$ cat src/rtl/gray_pkg.sv
// Shared definitions for the RGB-to-grayscale stage.
// Contents: FSM state encoding, default luma weights, sum width and
// rounding constant used by gray_mac and rgb_to_gray.
package gray_pkg;

  typedef enum logic [2:0] {
    ST_IDLE    = 3'd0,
    ST_COLLECT = 3'd1,
    ST_COMPUTE = 3'd2,
    ST_EMIT    = 3'd3,
    ST_DONE    = 3'd4
  } state_t;

  // BT.601-style integer weights; they sum to 256 so >>8 normalises.
  localparam int DEF_WR = 77;
  localparam int DEF_WG = 150;
  localparam int DEF_WB = 29;

  // Three 16-bit products plus rounding fit in 18 bits.
  localparam int SUM_W = 18;
  localparam logic [SUM_W-1:0] ROUND_C = 18'd128;

endpackage

$ cat src/rtl/gray_mac.sv
// Combinational weighted sum of one RGB pixel with rounding and saturation.
// Ports:
//   r, g, b : in  8-bit colour components
//   gray    : out 8-bit luma, (WR*r + WG*g + WB*b + 128) >> 8, clamped to 255
module gray_mac
  import gray_pkg::*;
#(
  parameter int WR = DEF_WR,
  parameter int WG = DEF_WG,
  parameter int WB = DEF_WB
) (
  input  logic [7:0] r,
  input  logic [7:0] g,
  input  logic [7:0] b,
  output logic [7:0] gray
);

  localparam logic [7:0] WR_C = 8'(WR);
  localparam logic [7:0] WG_C = 8'(WG);
  localparam logic [7:0] WB_C = 8'(WB);

  logic [15:0]      prod_r_s;
  logic [15:0]      prod_g_s;
  logic [15:0]      prod_b_s;
  logic [SUM_W-1:0] sum_s;

  // Zero-extend to 16 bits so each product keeps its full width.
  assign prod_r_s = {8'd0, WR_C} * {8'd0, r};
  assign prod_g_s = {8'd0, WG_C} * {8'd0, g};
  assign prod_b_s = {8'd0, WB_C} * {8'd0, b};
  assign sum_s    = {2'b00, prod_r_s} + {2'b00, prod_g_s} + {2'b00, prod_b_s} + ROUND_C;

  // Saturate when weights that do not sum to 256 push the result past 8 bits.
  always_comb begin
    gray = 8'h00;
    if (sum_s[17:16] != 2'b00) begin
      gray = 8'hFF;
    end else begin
      gray = sum_s[15:8];
    end
  end

endmodule

$ cat src/rtl/rgb_to_gray.sv
// Grayscaling stage: collects byte-serial R,G,B triplets from the camera,
// computes one luma byte per pixel and hands it to memory with a
// valid/ready handshake; pulses GS_done after N*M pixels are consumed.
// Ports:
//   clk, rst_n  : clock, asynchronous active-low reset
//   GS_enable   : in  high = process frame, low = abort to idle
//   pix_valid   : in  camera byte present on pix_data
//   pix_data    : in  camera byte, order R,G,B
//   pix_ready   : out stage accepts pix_data this cycle
//   out_ready   : in  downstream consumes data_out this cycle
//   data_out    : out gray byte (holds last value when GS_valid is low)
//   GS_valid    : out data_out holds a valid gray byte
//   GS_done     : out one-cycle pulse after the last pixel of a frame is consumed
module rgb_to_gray
  import gray_pkg::*;
#(
  parameter int N  = 2,
  parameter int M  = 2,
  parameter int WR = DEF_WR,
  parameter int WG = DEF_WG,
  parameter int WB = DEF_WB
) (
  input  logic       clk,
  input  logic       rst_n,
  input  logic       GS_enable,
  input  logic       pix_valid,
  input  logic [7:0] pix_data,
  output logic       pix_ready,
  input  logic       out_ready,
  output logic [7:0] data_out,
  output logic       GS_valid,
  output logic       GS_done
);

  localparam int PIX_W = $clog2(N * M) + 1;
  localparam logic [PIX_W-1:0] LAST_PIX = PIX_W'(N * M - 1);
  localparam logic [PIX_W-1:0] PIX_ONE  = PIX_W'(1);

  state_t           state_r;
  logic [1:0]       byte_cnt_r;
  logic [PIX_W-1:0] pix_cnt_r;
  logic [7:0]       red_r;
  logic [7:0]       green_r;
  logic [7:0]       blue_r;
  logic [7:0]       gray_s;

  gray_mac #(
    .WR (WR),
    .WG (WG),
    .WB (WB)
  ) u_mac (
    .r    (red_r),
    .g    (green_r),
    .b    (blue_r),
    .gray (gray_s)
  );

  // Frame FSM with counters, capture registers and registered handshake outputs.
  always_ff @(posedge clk or negedge rst_n) begin
    if (!rst_n) begin
      state_r    <= ST_IDLE;
      byte_cnt_r <= 2'd0;
      pix_cnt_r  <= '0;
      red_r      <= 8'h00;
      green_r    <= 8'h00;
      blue_r     <= 8'h00;
      pix_ready  <= 1'b0;
      data_out   <= 8'h00;
      GS_valid   <= 1'b0;
      GS_done    <= 1'b0;
    end else if ((state_r != ST_IDLE) && !GS_enable) begin
      // Abort takes priority over any transfer or consume in the same cycle;
      // data_out keeps its last value.
      state_r    <= ST_IDLE;
      byte_cnt_r <= 2'd0;
      pix_cnt_r  <= '0;
      pix_ready  <= 1'b0;
      GS_valid   <= 1'b0;
      GS_done    <= 1'b0;
    end else begin
      case (state_r)
        ST_IDLE: begin
          GS_done <= 1'b0;
          if (GS_enable) begin
            state_r    <= ST_COLLECT;
            byte_cnt_r <= 2'd0;
            pix_cnt_r  <= '0;
            pix_ready  <= 1'b1;
          end else begin
            pix_ready <= 1'b0;
          end
        end
        ST_COLLECT: begin
          if (pix_valid && pix_ready) begin
            case (byte_cnt_r)
              2'd0:    red_r   <= pix_data;
              2'd1:    green_r <= pix_data;
              default: blue_r  <= pix_data;
            endcase
            if (byte_cnt_r == 2'd2) begin
              byte_cnt_r <= 2'd0;
              pix_ready  <= 1'b0;
              state_r    <= ST_COMPUTE;
            end else begin
              byte_cnt_r <= byte_cnt_r + 2'd1;
            end
          end else begin
            byte_cnt_r <= byte_cnt_r;
          end
        end
        ST_COMPUTE: begin
          data_out <= gray_s;
          GS_valid <= 1'b1;
          state_r  <= ST_EMIT;
        end
        ST_EMIT: begin
          if (out_ready) begin
            GS_valid  <= 1'b0;
            pix_cnt_r <= pix_cnt_r + PIX_ONE;
            if (pix_cnt_r == LAST_PIX) begin
              GS_done <= 1'b1;
              state_r <= ST_DONE;
            end else begin
              pix_ready <= 1'b1;
              state_r   <= ST_COLLECT;
            end
          end else begin
            GS_valid <= 1'b1;
          end
        end
        ST_DONE: begin
          GS_done    <= 1'b0;
          byte_cnt_r <= 2'd0;
          pix_cnt_r  <= '0;
          state_r    <= ST_IDLE;
        end
        default: begin
          state_r    <= ST_IDLE;
          byte_cnt_r <= 2'd0;
          pix_cnt_r  <= '0;
          pix_ready  <= 1'b0;
          GS_valid   <= 1'b0;
          GS_done    <= 1'b0;
        end
      endcase
    end
  end

endmodule

$ cat config.mk
export PLATFORM = sky130hd
export DESIGN_NAME = rgb_to_gray
export DESIGN_NICKNAME = d
export VERILOG_FILES = /design/src/rtl/gray_pkg.sv /design/src/rtl/gray_mac.sv /design/src/rtl/rgb_to_gray.sv
export SDC_FILE = /design/constraint.sdc
export NUM_CORES = 1
export LEC_CHECK = 0
export CAP_MARGIN = 20
export CORE_ASPECT_RATIO = 1.75
export CORE_UTILIZATION = 56
export DETAILED_ROUTE_END_ITERATION = 8
export PLACE_DENSITY = 0.75
export SYNTH_ARGS = -nofsm -noshare
export SYNTH_HDL_FRONTEND = slang
export SYNTH_SLANG_ARGS = --single-unit
export TNS_END_PERCENT = 5
$ cat constraint.sdc
create_clock -name clk -period 9.5 [get_ports clk]
set_input_delay 1.425 -clock clk [delete_from_list [all_inputs] [get_ports clk]]
set_output_delay 1.425 -clock clk [all_outputs]
set_load 0.01 [all_outputs]
==> run metrics <==
Sink Count=43; Clock Skew=4.41 ps; clock-pin slew on the worst setup and hold paths=70 ps; post-synth cell types=56; status=completed; fmax=121 MHz; Worst Setup Path Type=flop to flop; # setup viols final=0; Starting Density=0.581; worst r2r path cells=32; Worst Path Required=9670 ps; Ports=24; Post-Syn Area=5570 sq um; Worst Path Max Fanout=7; root buf cell=clkbuf_16; R2R Path Start=green_r[6]$_DFFE_PN0P_; hold buffer count at cts=0; Total Routing Usage GR=0.244; antenna violations before repair=0; Final ANT Viol Nets=0; initial drt markers=134; H-tree levels=2; max-slew violations=0; Slowest cell on crit path=fa_1; Worst Path Arrival=8440 ps; layout cell share with drive strength beyond 1=0.0746; die area=10400 sq um; Mapped Cells=564; first-pass GRT wire length=19700 um; vias per cell=5.63; worst-margin pin slew=623 ps; Final Critical Period=8260 ps; Synth-to-Final Area Change=9.73%; startpoint types=flop; PortBufs=23; final hold vios=0; total setup buffers inserted after CTS=0; ys flop type=dfrtp_1; num rows=47; drt first pass iters=4; Num CTS Buffers=5; RePlAce Congestion=0.839; setup slack, reg-to-reg=1240 ps; Post-DP HPWL=9660 um; Hold Path End=pix_cnt_r[2]$_DFFE_PN0P_; # DRC=0; wire length per cell=16.2 um; Die Wd=77.4 um; TritonCTS clock tree=built; Slew HR=0.584; clk_lat worst skew=290 ps; #FFs+latches synth=43; Seq/Total Area, Yosys=0.193; fin crit share=0.870; RSZ-0062 raised after global routing=no; number of diodes=0; Most Frequent Cell on Critical Path=ha_1; vias=4011; setup TNS=0 ps; Core ar.=9590 sq um; Min-Delay Path Class=flop to flop; post-CTS sizing=0; EDFF count, synth=0; Crit Reg-Reg Endpoint=data_out[6]$_DFFE_PN0P_; Syn. warnings=0; largest net degree at the start of global routing=44; grt total ovfl=0; DIE HEIGHT=134 um; worst hold path startpoint=pix_cnt_r[2]$_DFFE_PN0P_; CTS max path bufs=2; total wire length=11600 um; Critical Path End Type=flop; Final #Nets=768; max cap viols=0; Crit path largest cell delay=540 ps; syn_nets=743; vias in the first global route=4334; hold path depth=2; post-synthesis average cell area=9.87 sq um; Synth async-reset ratio=1.00
-- cell usage after synthesis (4+ instances only) --
master    number  area [sq um]
a21o_1        10          75.1
a21oi_1       29           145
buf_2          4          20.0
dfrtp_1       43          1080
fa_1          45           901
ha_1         121          1510
inv_1        112           420
mux2_2        14           158
mux2_4         5          75.1
nand2_1       26          97.6
nand2b_1       6          37.5
nand3_1        4          20.0
nand4_1        4          25.0
nor2_1        21          78.8
nor3_1         5          25.0
o21a_1         8          60.1
o21ai_0       21           105
o32a_1         7          70.1
xnor2_1       14           123
xor2_1        10          87.6
-- kinds of logic (layout without fill, tap and decap cells) --
| logic type | count (synthesis) | in the layout | synth area share |
|---|---|---|---|
| AOI/OAI and AO/OA | 107 | 107 | 0.133 |
| xor gates and xnor gates | 24 | 24 | 0.0378 |
| adders and majority gates | 166 | 166 | 0.434 |
| buffers and inverters | 119 | 145 | 0.0838 |
| DFF | 43 | 43 | 0.193 |
| muxes | 19 | 19 | 0.0418 |
| and+or+nand+nor | 86 | 86 | 0.0766 |
-- sequential cells by signal (all words and copies together) (netlist names) --
| signal | flops |
|---|---|
| state_r | 3 |
| byte_cnt_r | 2 |
| pix_ready | 1 |
| pix_cnt_r | 3 |
| green_r | 8 |
| blue_r | 8 |
| GS_valid | 1 |
| GS_done | 1 |
| red_r | 8 |
| data_out | 8 |
-- worst max-delay path by stage --
stage,from,endpoint,slack [ps],cells past startpoint
6_report,green_r[6]$_DFFE_PN0P_,data_out[6]$_DFFE_PN0P_,1240,32
5_1_grt,green_r[6]$_DFFE_PN0P_,data_out[4]$_DFFE_PN0P_,810,32
4_1_cts,green_r[4]$_DFFE_PN0P_,data_out[6]$_DFFE_PN0P_,1220,32
3_5_place_dp,green_r[4]$_DFFE_PN0P_,data_out[6]$_DFFE_PN0P_,1280,32
3_3_place_gp,green_r[4]$_DFFE_PN0P_,data_out[6]$_DFFE_PN0P_,1340,32
2_1_floorplan,green_r[6]$_DFFE_PN0P_,data_out[0]$_DFFE_PN0P_,1850,33
-- stage by stage --
step	hold slack, ps	worst slack (ps)	utilization	cell area (sq um)	std cells
after floorplan	449	1850	-	5570	564
after global placement	464	1340	0.617	5910	703
after detailed placement	475	1280	0.617	5910	703
after CTS	489	1220	0.634	6080	711
after global routing	519	812	0.637	6110	712
final	480	1240	0.637	6110	712
-- per-layer routing --
metal  vias to the layer above  global-route usage  routed length (um)
met2                        43               0.489                6710
met1                      1973               0.249                4360
met4                         0              0.0922                 340
met5                         -                   0                   0
li1                       1973                   -                   -
met3                        22              0.0306                 154
-- critical path: cells and delay by family (launching register included) --
family	cells	cell delay (ps)
compound gates	7	1310
xor+xnor	2	300
fa+ha+maj	13	4890
buf+inv	4	190
flops	1	480
simple gates	6	960
-- cell usage in the layout, fill, tap and decap left out, drive strengths merged, types with 2 or more instances in the layout --
| cell type | count |
|---|---|
| nand2 | 26 |
| clkbuf | 5 |
| nor3 | 6 |
| clkinv | 2 |
| nand4 | 4 |
| o211ai | 4 |
| a41o | 2 |
| o21a | 8 |
| o32a | 8 |
| mux2 | 19 |
| nor2 | 22 |
| a211oi | 3 |
| ha | 121 |
| nand3 | 4 |
| a21o | 10 |
| a21oi | 29 |
| or2 | 3 |
| and2 | 3 |
| o21ai | 22 |
| inv | 112 |
| nor4 | 3 |
| fa | 45 |
| xor2 | 10 |
| nand2b | 6 |
| o31ai | 2 |
| clkdlybuf4s50 | 22 |
| o22a | 2 |
| nor2b | 3 |
| xnor2 | 14 |
| a31oi | 3 |
| dfrtp | 43 |
| buf | 3 |
| a311oi | 2 |
| a2bb2oi | 2 |
| or3 | 2 |
-- cell type report --
| cell class | count | area (sq um) |
|---|---|---|
| fillers | 775 | 3480 |
| well taps | 122 | 153 |
| repair buffers | 25 | 260 |
| inverters | 112 | 420 |
| clock buffers | 5 | 125 |
| clock inverters | 3 | 43.8 |
| multi-input cells | 402 | 4030 |
| flip-flops and latches | 43 | 1080 |
Power is not shown: default switching activity piles up to over one toggle a cycle in this logic, so the estimate is an artifact.
